### config.mk
export PLATFORM = sky130hd
export DESIGN_NAME = pe_result_writer
export DESIGN_NICKNAME = d
export VERILOG_FILES = /design/src/rtl/pe_axi_pkg.sv /design/src/rtl/pe_wb_fifo.sv /design/src/rtl/pe_result_writer.sv
export SDC_FILE = /design/constraint.sdc
export NUM_CORES = 1
export LEC_CHECK = 0
export CAP_MARGIN = 20
export CORE_MARGIN = 4
export CORE_UTILIZATION = 30
export CTS_CLUSTER_DIAMETER = 40
export CTS_CLUSTER_SIZE = 28
export DETAILED_ROUTE_END_ITERATION = 16
export PLACE_DENSITY = 0.57
export REMOVE_ABC_BUFFERS = 1
export SLEW_MARGIN = 0
export SYNTH_ARGS = -nofsm -noshare
export SYNTH_HDL_FRONTEND = slang
export SYNTH_SLANG_ARGS = --single-unit
export TNS_END_PERCENT = 1
### constraint.sdc
create_clock -name clk -period 4 [get_ports clk]
set_input_delay 0.8 -clock clk [delete_from_list [all_inputs] [get_ports clk]]
set_output_delay 0.8 -clock clk [all_outputs]
set_load 0.1 [all_outputs]
### src/rtl/pe_axi_pkg.sv
// Shared AXI4 constants and the result-writer FSM encoding.
package pe_axi_pkg;

   localparam logic [1:0] AXI_BURST_INCR    = 2'b01;
   localparam logic [2:0] AXI_SIZE_8B       = 3'd3;
   localparam logic [1:0] AXI_RESP_OKAY     = 2'b00;
   localparam logic [1:0] AXI_RESP_SLVERR   = 2'b10;
   localparam logic [3:0] AXI_CACHE_DEFAULT = 4'd3;
   localparam logic [2:0] AXI_PROT_DEFAULT  = 3'd0;

   typedef enum logic [2:0] {
      ST_IDLE,
      ST_FILL,
      ST_AW,
      ST_W,
      ST_B,
      ST_DONE
   } wb_state_t;

   function automatic logic resp_is_err(input logic [1:0] resp);
      return resp != AXI_RESP_OKAY;
   endfunction

endpackage

### src/rtl/pe_wb_fifo.sv
// Result-vector FIFO; the head word is visible combinationally so a beat can
// be formed from it without an extra read cycle.
module pe_wb_fifo #(
   parameter int WIDTH = 128,
   parameter int DEPTH = 4
) (
   input  logic                         clk,
   input  logic                         rst_n,
   input  logic                         push,
   input  logic                         pop,
   input  logic [WIDTH-1:0]             wr_data,
   output logic [WIDTH-1:0]             rd_data,
   output logic                         full,
   output logic                         empty,
   output logic [$clog2(DEPTH+1)-1:0]   count
);

   localparam int CW = $clog2(DEPTH + 1);
   localparam int PW = (DEPTH > 1) ? $clog2(DEPTH) : 1;

   logic [WIDTH-1:0] mem [DEPTH];
   logic [PW-1:0]    wr_ptr;
   logic [PW-1:0]    rd_ptr;
   logic [CW-1:0]    fill;

   assign full    = (fill == CW'(DEPTH));
   assign empty   = (fill == '0);
   assign count   = fill;
   assign rd_data = mem[rd_ptr];

   always_ff @(posedge clk) begin
      if (push) begin
         mem[wr_ptr] <= wr_data;
      end
   end

   always_ff @(posedge clk) begin
      if (!rst_n) begin
         wr_ptr <= '0;
         rd_ptr <= '0;
         fill   <= '0;
      end else begin
         if (push) begin
            wr_ptr <= (wr_ptr == PW'(DEPTH - 1)) ? '0 : wr_ptr + 1'b1;
         end
         if (pop) begin
            rd_ptr <= (rd_ptr == PW'(DEPTH - 1)) ? '0 : rd_ptr + 1'b1;
         end
         case ({push, pop})
            2'b10:   fill <= fill + 1'b1;
            2'b01:   fill <= fill - 1'b1;
            default: fill <= fill;
         endcase
      end
   end

endmodule

### src/rtl/pe_result_writer.sv
// Buffers PE result vectors and writes them out as fixed-length AXI4 INCR bursts.
// Build option PE_WB_ERR_ABORT_EN: a non-OKAY write response ends the job early.
module pe_result_writer
   import pe_axi_pkg::*;
#(
   parameter int DATA_WIDTH     = 32,
   parameter int VECTOR_WIDTH   = 4,
   parameter int AXI_ADDR_WIDTH = 32,
   parameter int AXI_DATA_WIDTH = 64,
   parameter int AXI_ID_WIDTH   = 4,
   parameter int BURST_BEATS    = 8,
   parameter int FIFO_DEPTH     = 4
) (
   input  logic                               clk,
   input  logic                               rst_n,
   input  logic                               res_valid,
   input  logic [VECTOR_WIDTH*DATA_WIDTH-1:0] res_data,
   output logic                               res_ready,
   input  logic [AXI_ADDR_WIDTH-1:0]          base_addr,
   input  logic [7:0]                         num_bursts,
   input  logic                               start,
   output logic                               done,
   output logic [7:0]                         wb_count,
   output logic                               error,
   output logic [AXI_ID_WIDTH-1:0]            axi_awid,
   output logic [AXI_ADDR_WIDTH-1:0]          axi_awaddr,
   output logic [7:0]                         axi_awlen,
   output logic [2:0]                         axi_awsize,
   output logic [1:0]                         axi_awburst,
   output logic [3:0]                         axi_awcache,
   output logic [2:0]                         axi_awprot,
   output logic                               axi_awvalid,
   input  logic                               axi_awready,
   output logic [AXI_DATA_WIDTH-1:0]          axi_wdata,
   output logic [AXI_DATA_WIDTH/8-1:0]        axi_wstrb,
   output logic                               axi_wlast,
   output logic                               axi_wvalid,
   input  logic                               axi_wready,
   input  logic [AXI_ID_WIDTH-1:0]            axi_bid,
   input  logic [1:0]                         axi_bresp,
   input  logic                               axi_bvalid,
   output logic                               axi_bready
);

   localparam int VEC_W  = VECTOR_WIDTH * DATA_WIDTH;
   localparam int LANES  = AXI_DATA_WIDTH / DATA_WIDTH;
   localparam int BEAT_W = $clog2(BURST_BEATS);
   localparam int CNT_W  = $clog2(FIFO_DEPTH + 1);
   localparam logic [AXI_ADDR_WIDTH-1:0] BURST_BYTES = AXI_ADDR_WIDTH'(BURST_BEATS * 8);
   localparam logic [CNT_W-1:0]          FILL_LEVEL  = CNT_W'(BURST_BEATS / 2);
   localparam logic [BEAT_W-1:0]         LAST_BEAT   = BEAT_W'(BURST_BEATS - 1);

   wb_state_t                 state;
   logic [AXI_ADDR_WIDTH-1:0] cur_addr;
   logic [7:0]                bursts;
   logic [BEAT_W-1:0]         beat;
   logic [VEC_W-1:0]          head;
   logic [CNT_W-1:0]          fifo_count;
   logic                      full;
   logic                      empty;
   logic                      push;
   logic                      pop;
   logic                      resp_err;
   logic                      end_job;
   logic                      unused_bid;

   assign res_ready  = !full;
   assign push       = res_valid && !full;
   // A vector spans two beats; it leaves the FIFO once its upper half is accepted.
   assign pop        = axi_wvalid && axi_wready && beat[0] && !empty;
   assign resp_err   = resp_is_err(axi_bresp);
   assign unused_bid = ^axi_bid;

`ifdef PE_WB_ERR_ABORT_EN
   assign end_job = (wb_count + 8'd1 == bursts) || resp_err;
`else
   assign end_job = (wb_count + 8'd1 == bursts);
`endif

   assign axi_awaddr  = cur_addr;
   assign axi_awlen   = 8'(BURST_BEATS - 1);
   assign axi_awsize  = AXI_SIZE_8B;
   assign axi_awburst = AXI_BURST_INCR;
   assign axi_awcache = AXI_CACHE_DEFAULT;
   assign axi_awprot  = AXI_PROT_DEFAULT;
   assign axi_wstrb   = '1;

   for (genvar gi = 0; gi < LANES; gi++) begin : g_lane
      assign axi_wdata[gi*DATA_WIDTH +: DATA_WIDTH] = beat[0]
         ? head[(LANES + gi)*DATA_WIDTH +: DATA_WIDTH]
         : head[gi*DATA_WIDTH +: DATA_WIDTH];
   end

   pe_wb_fifo #(
      .WIDTH (VEC_W),
      .DEPTH (FIFO_DEPTH)
   ) u_fifo (
      .clk     (clk),
      .rst_n   (rst_n),
      .push    (push),
      .pop     (pop),
      .wr_data (res_data),
      .rd_data (head),
      .full    (full),
      .empty   (empty),
      .count   (fifo_count)
   );

   always_ff @(posedge clk) begin
      if (!rst_n) begin
         state       <= ST_IDLE;
         cur_addr    <= '0;
         bursts      <= '0;
         beat        <= '0;
         axi_awid    <= '0;
         wb_count    <= '0;
         done        <= 1'b0;
         error       <= 1'b0;
         axi_awvalid <= 1'b0;
         axi_wvalid  <= 1'b0;
         axi_wlast   <= 1'b0;
         axi_bready  <= 1'b0;
      end else begin
         unique case (state)
            ST_IDLE: begin
               if (start) begin
                  cur_addr <= base_addr;
                  bursts   <= num_bursts;
                  axi_awid <= axi_awid + 1'b1;
                  wb_count <= '0;
                  error    <= 1'b0;
                  if (num_bursts == 8'd0) begin
                     state <= ST_DONE;
                     done  <= 1'b1;
                  end else begin
                     state <= ST_FILL;
                  end
               end
            end
            // Wait for a full burst's worth of data so W never stalls on the FIFO.
            ST_FILL: begin
               if (fifo_count >= FILL_LEVEL) begin
                  state       <= ST_AW;
                  axi_awvalid <= 1'b1;
               end
            end
            ST_AW: begin
               if (axi_awready) begin
                  state       <= ST_W;
                  axi_awvalid <= 1'b0;
                  axi_wvalid  <= 1'b1;
                  axi_wlast   <= 1'b0;
                  beat        <= '0;
               end
            end
            ST_W: begin
               if (axi_wready) begin
                  if (axi_wlast) begin
                     state      <= ST_B;
                     axi_wvalid <= 1'b0;
                     axi_wlast  <= 1'b0;
                     axi_bready <= 1'b1;
                     beat       <= '0;
                  end else begin
                     beat      <= beat + 1'b1;
                     axi_wlast <= (beat == LAST_BEAT - 1'b1);
                  end
               end
            end
            ST_B: begin
               if (axi_bvalid) begin
                  axi_bready <= 1'b0;
                  wb_count   <= wb_count + 8'd1;
                  cur_addr   <= cur_addr + BURST_BYTES;
                  if (resp_err) begin
                     error <= 1'b1;
                  end
                  if (end_job) begin
                     state <= ST_DONE;
                     done  <= 1'b1;
                  end else begin
                     state <= ST_FILL;
                  end
               end
            end
            ST_DONE: begin
               if (!start) begin
                  state <= ST_IDLE;
                  done  <= 1'b0;
               end
            end
            default: state <= ST_IDLE;
         endcase
      end
   end

endmodule
==> impl.org <==
** Place
- DPL Wire Length :: roughly 32 mm
- Instance count after placement with tap cells included :: 2679
- IO Port Bufs :: 291
- Dpl ws :: about 0.94 ns
- Routability cong. :: 0.813

** Floorplanning
- Core region area :: around 76000 um^2
- 324 I/O pins were placed.
- Die Height :: 287 um
- The die is between 200 and 300 um wide.
- Die Outline Area :: 82300 um^2
- Initial Utilization :: 0.305
- Std-Cell Rows :: between 100 and 150

** Worst setup path
- Data on the critical path arrives at its endpoint at 2.60 ns.
- Along the worst path, the maximum fanout reaches 29.
- Type of the worst setup path :: register to output port
- The worst register-to-register path ends at wb_count[3].
- Across all register-to-register paths, the minimum setup slack is between 1 and 1.5 ns.
- STA puts the critical path data required time at 3.20 ns.
- Critical register-to-register path startpoint :: state[2]
- Kind of end point of the critical path :: output port
- The number of cells on the worst reg-to-reg path is 8.
- Crit path launch type :: register

** Final layout
- Across the whole layout, storage elements account for 16800 um^2.
- Multi-input gate area :: roughly 6000 um^2
- Leaving out filler cells and counting taps, the final layout contains 2866.
- From synthesis to final layout, the design area changed by 31.5%.
- Core utilization of the finished layout :: 0.401
- Counting the fill cells in the layout gives 6978.
- Layout cell share with drive strength beyond 1 :: 0.223
- Final nets :: 1941
- Most frequent cells in the layout :: edfxtp_1 (512), nand2_1 (258), clkdlybuf4s50_1 (226), mux4_2 (128), clkbuf_16 (97)
- The library cell used most frequently in the layout, excluding fill and tap cells, is edfxtp_1.

** Route
- Met3 Routed Length :: roughly 4.7 mm
- Via count :: 13400
- After detailed routing, the number of vias per cell comes to roughly 4.7.
- In the final routed layout, each cell accounts on average for 19.4 um.
- Wires add up to 55.6 mm.
- In the routed design, unresolved DRC markers number 0.
- Number of routed nets with antenna violations :: 0
- Wire length on met2 :: 27.2 mm
- Number of violations reported at the end of detailed-routing iteration 0 :: about 700
- Before antenna repair, the detailed router went through 5 iterations.
- Top layer in use :: met5
- In the final routing, the length of wire on met1 measures 22.4 mm.

** Logic synthesis
- For this run, the register share of the synthesized area comes to 0.722.
- Counting flops with a built-in enable in the synthesized netlist gives 512.
- Dominant synthesized flop cell :: edfxtp_1
- In this run, distinct cell masters in the synthesized netlist total 62.
- Seq cells post-synth :: approximately 590
- Gate count after technology mapping :: 1411
- The Yosys step of the flow raised 0 warnings.
- Fraction of synthesis flops using an asynchronous set or reset pin :: 0
- The synthesized netlist occupies a cell area of 23300 um^2.
- Dividing the synthesized area by the synthesized cell count gives around 17 um^2.

** Power
- Cell internal power dissipation :: 12700 uW
- Reported leakage power :: 0.0103 uW
- Sequential power share :: 0.415
- Total power for the finished layout comes to 16900 uW.
- Across the VDD grid, the largest voltage drop is 0.341 mV.
- Of the total power, the share spent switching nets is 0.250.
- Of the total power, the clock network draws 0.492.
- Net switching power of the design :: approximately 4200 uW
- Total power density per cell area :: 552 nW/um^2
- Comb power frac :: 0.093

** Timing
- Maximum clock frequency :: 294 MHz
- After layout, the minimum clock period comes to approximately 3.4 ns.
- Max Transition Viols Final :: 0
- Number of endpoints failing setup at the final stage :: 0
- Summed negative setup slack over all endpoints :: 0 ns
- Pin slew with the least headroom to its limit :: 1.02 ns
- Max-Slew Margin vs Limit :: 0.316
- Setup repair after global routing missed its margin :: false
- Worst-case clock skew :: between 0.03 and 0.04 ns
- Final hold violations :: 0
- Of the available clock period, the critical path in the final layout requires 0.850.
- Fin worst setup slack :: 0.599 ns

** Global routing
- Entering global routing, the biggest net connects between 80 and 90 pins.
- First-pass GRT wire length :: 84.3 mm
- GRT Resource Usage Total :: 0.133
- Number of global-route vias before repair :: 14200
- Total congestion overflow :: 0
- The initial antenna violation count was 13.

** Hold path
- Hold/Removal Path Class :: register to register
- Hold Path Origin :: error
- Number of instances on the worst hold path :: 2
- The path with the worst hold slack has its endpoint at error.

** Clocking
- Clock tree root driver cell :: clkbuf_16
- Number of buffers added for setup after CTS :: 0
- Clock latency on the worst-skew pair, taken at its later pin, is 0.64 ns.
- For this design, the sink count on the clock tree is just under 600.
- After clock tree synthesis, the flow added hold-fix buffers numbering 0.
- Clock buffer depth :: 3
- Count of instances resized after the clock tree is built :: 0
- In this run, CTS created clock tree buffers numbering 97.
- CTS built an H-tree with a depth of 3.
- TritonCTS built the clock tree.
- After clock tree synthesis, the clock-pin slew on the worst setup and hold paths is 0.05 ns.

** Outcome
- Outcome :: completed

** Job
- The tool flagged a number of max-cap violations equal to 0.
## flip-flops by register name, summed over array words and instances (netlist names), named ones only
register       flops
beat               3
bursts             8
done               1
state              3
u_fifo.rd_ptr      2
axi_awvalid        1
axi_wlast          1
u_fifo.wr_ptr      2
axi_awid           4
u_fifo.count       3
u_fifo.mem       512
axi_awaddr        32
axi_wvalid         1
wb_count           8
error              1
axi_bready         1
## through the flow
| step | area (um^2) | hold WS, ns |
|---|---|---|
| after global placement | 27300 | 0.443 |
| after floorplan | 22900 | 0.448 |
| after CTS | 30700 | 0.454 |
| after detailed placement | 27300 | 0.448 |
| after global routing | 30700 | 0.473 |
| final | 30700 | 0.448 |
## power groups by stage
stage / registers, uW / logic (uW) / clock network [uW]
6_report: 7020 / 1580 / 8320
5_1_grt: 7030 / 1670 / 8850
4_1_cts: 7020 / 1600 / 8550
3_5_place_dp: 7140 / 1590 / 0
3_3_place_gp: 7120 / 1580 / 0
2_1_floorplan: 7370 / 818 / 0
## synth_stat cells (2+ instances only)
cell type,number,share of area
buf_4,32,0.010
o221a_2,4,0.0019
nand2_1,258,0.042
nor3b_1,4,0.0013
nor2_2,2,0.00054
o211ai_1,4,0.0013
or3_1,2,0.00054
mux4_2,128,0.12
xor2_1,8,0.0030
and2_1,5,0.0013
clkbuf_1,41,0.0066
mux2i_1,3,0.0013
conb_1,2,0.00032
a21o_1,2,0.00064
a41oi_1,2,0.00075
nand4_1,7,0.0019
and4_1,3,0.0011
nor2b_1,7,0.0019
nor3_1,11,0.0024
o22ai_1,2,0.00054
nor4_1,4,0.0011
xnor2_1,5,0.0019
nor3_2,2,0.00086
ha_1,11,0.0059
a211oi_1,10,0.0032
nand2b_1,4,0.0011
a2bb2oi_1,2,0.00075
o31ai_1,2,0.00064
o21ai_0,36,0.0077
inv_1,8,0.0013
a21oi_1,59,0.013
buf_1,8,0.0013
dfxtp_1,73,0.063
nand3_1,20,0.0043
nor2_1,52,0.0084
edfxtp_1,512,0.66
buf_6,2,0.00097
buf_2,22,0.0047
a31oi_1,6,0.0016
a311oi_1,7,0.0026
and3_1,14,0.0038
a22oi_1,4,0.0013
and3_2,2,0.00064
## logic make-up after synthesis
group / count (synthesis) / share of synthesized area
AO/OA/AOI/OAI: 147 / 0.0387
XOR/XNOR: 13 / 0.00488
adder cells (fa/ha/maj): 12 / 0.00676
buffers and inverters: 113 / 0.0252
flip-flops: 585 / 0.722
multiplexers: 132 / 0.125
other: 2 / 0.000322
AND/OR/NAND/NOR: 407 / 0.0769
## critical path, cell delays in order, from the launching register on
cell,delay (ns)
dfxtp_4,0.72
buf_4,0.43
mux4_2,0.36
nand2_1,0.08
nand2_1,0.09
buf_4,0.24
## cell type report
| type | instances | share of cell area |
|---|---|---|
| Tap cell | 1030 | 0.0420 |
| Inverter | 8 | 0.00102 |
| Timing Repair Buffer | 317 | 0.102 |
| Clock buffer | 104 | 0.0810 |
| Sequential cell | 585 | 0.549 |
| Multi-Input combinational cell | 739 | 0.196 |
| Antenna cell | 7 | 0.000571 |
| Clock inverter | 76 | 0.0282 |
## worst max path at each step
| stage | startpoint | endpoint | slack (ns) | cells after the start |
|---|---|---|---|---|
| 6_report | register | axi_wdata[43] | 0.60 | 5 |
| 5_1_grt | register | axi_wdata[43] | 0.39 | 5 |
| 4_1_cts | register | axi_wdata[43] | 0.43 | 5 |
| 3_5_place_dp | axi_bvalid | axi_awaddr[27] | 0.94 | 6 |
| 3_3_place_gp | axi_wready | u_fifo.count[2] | 0.94 | 9 |
| 2_1_floorplan | register | axi_wdata[0] | -3.46 | 3 |
## routing by layer
layer,vias up,global-route usage
met3,108,0.0504
met5,-,0
met2,432,0.225
met1,6741,0.159
met4,14,0.0391
li1,6134,-
Power figures use the tool's default switching activity.
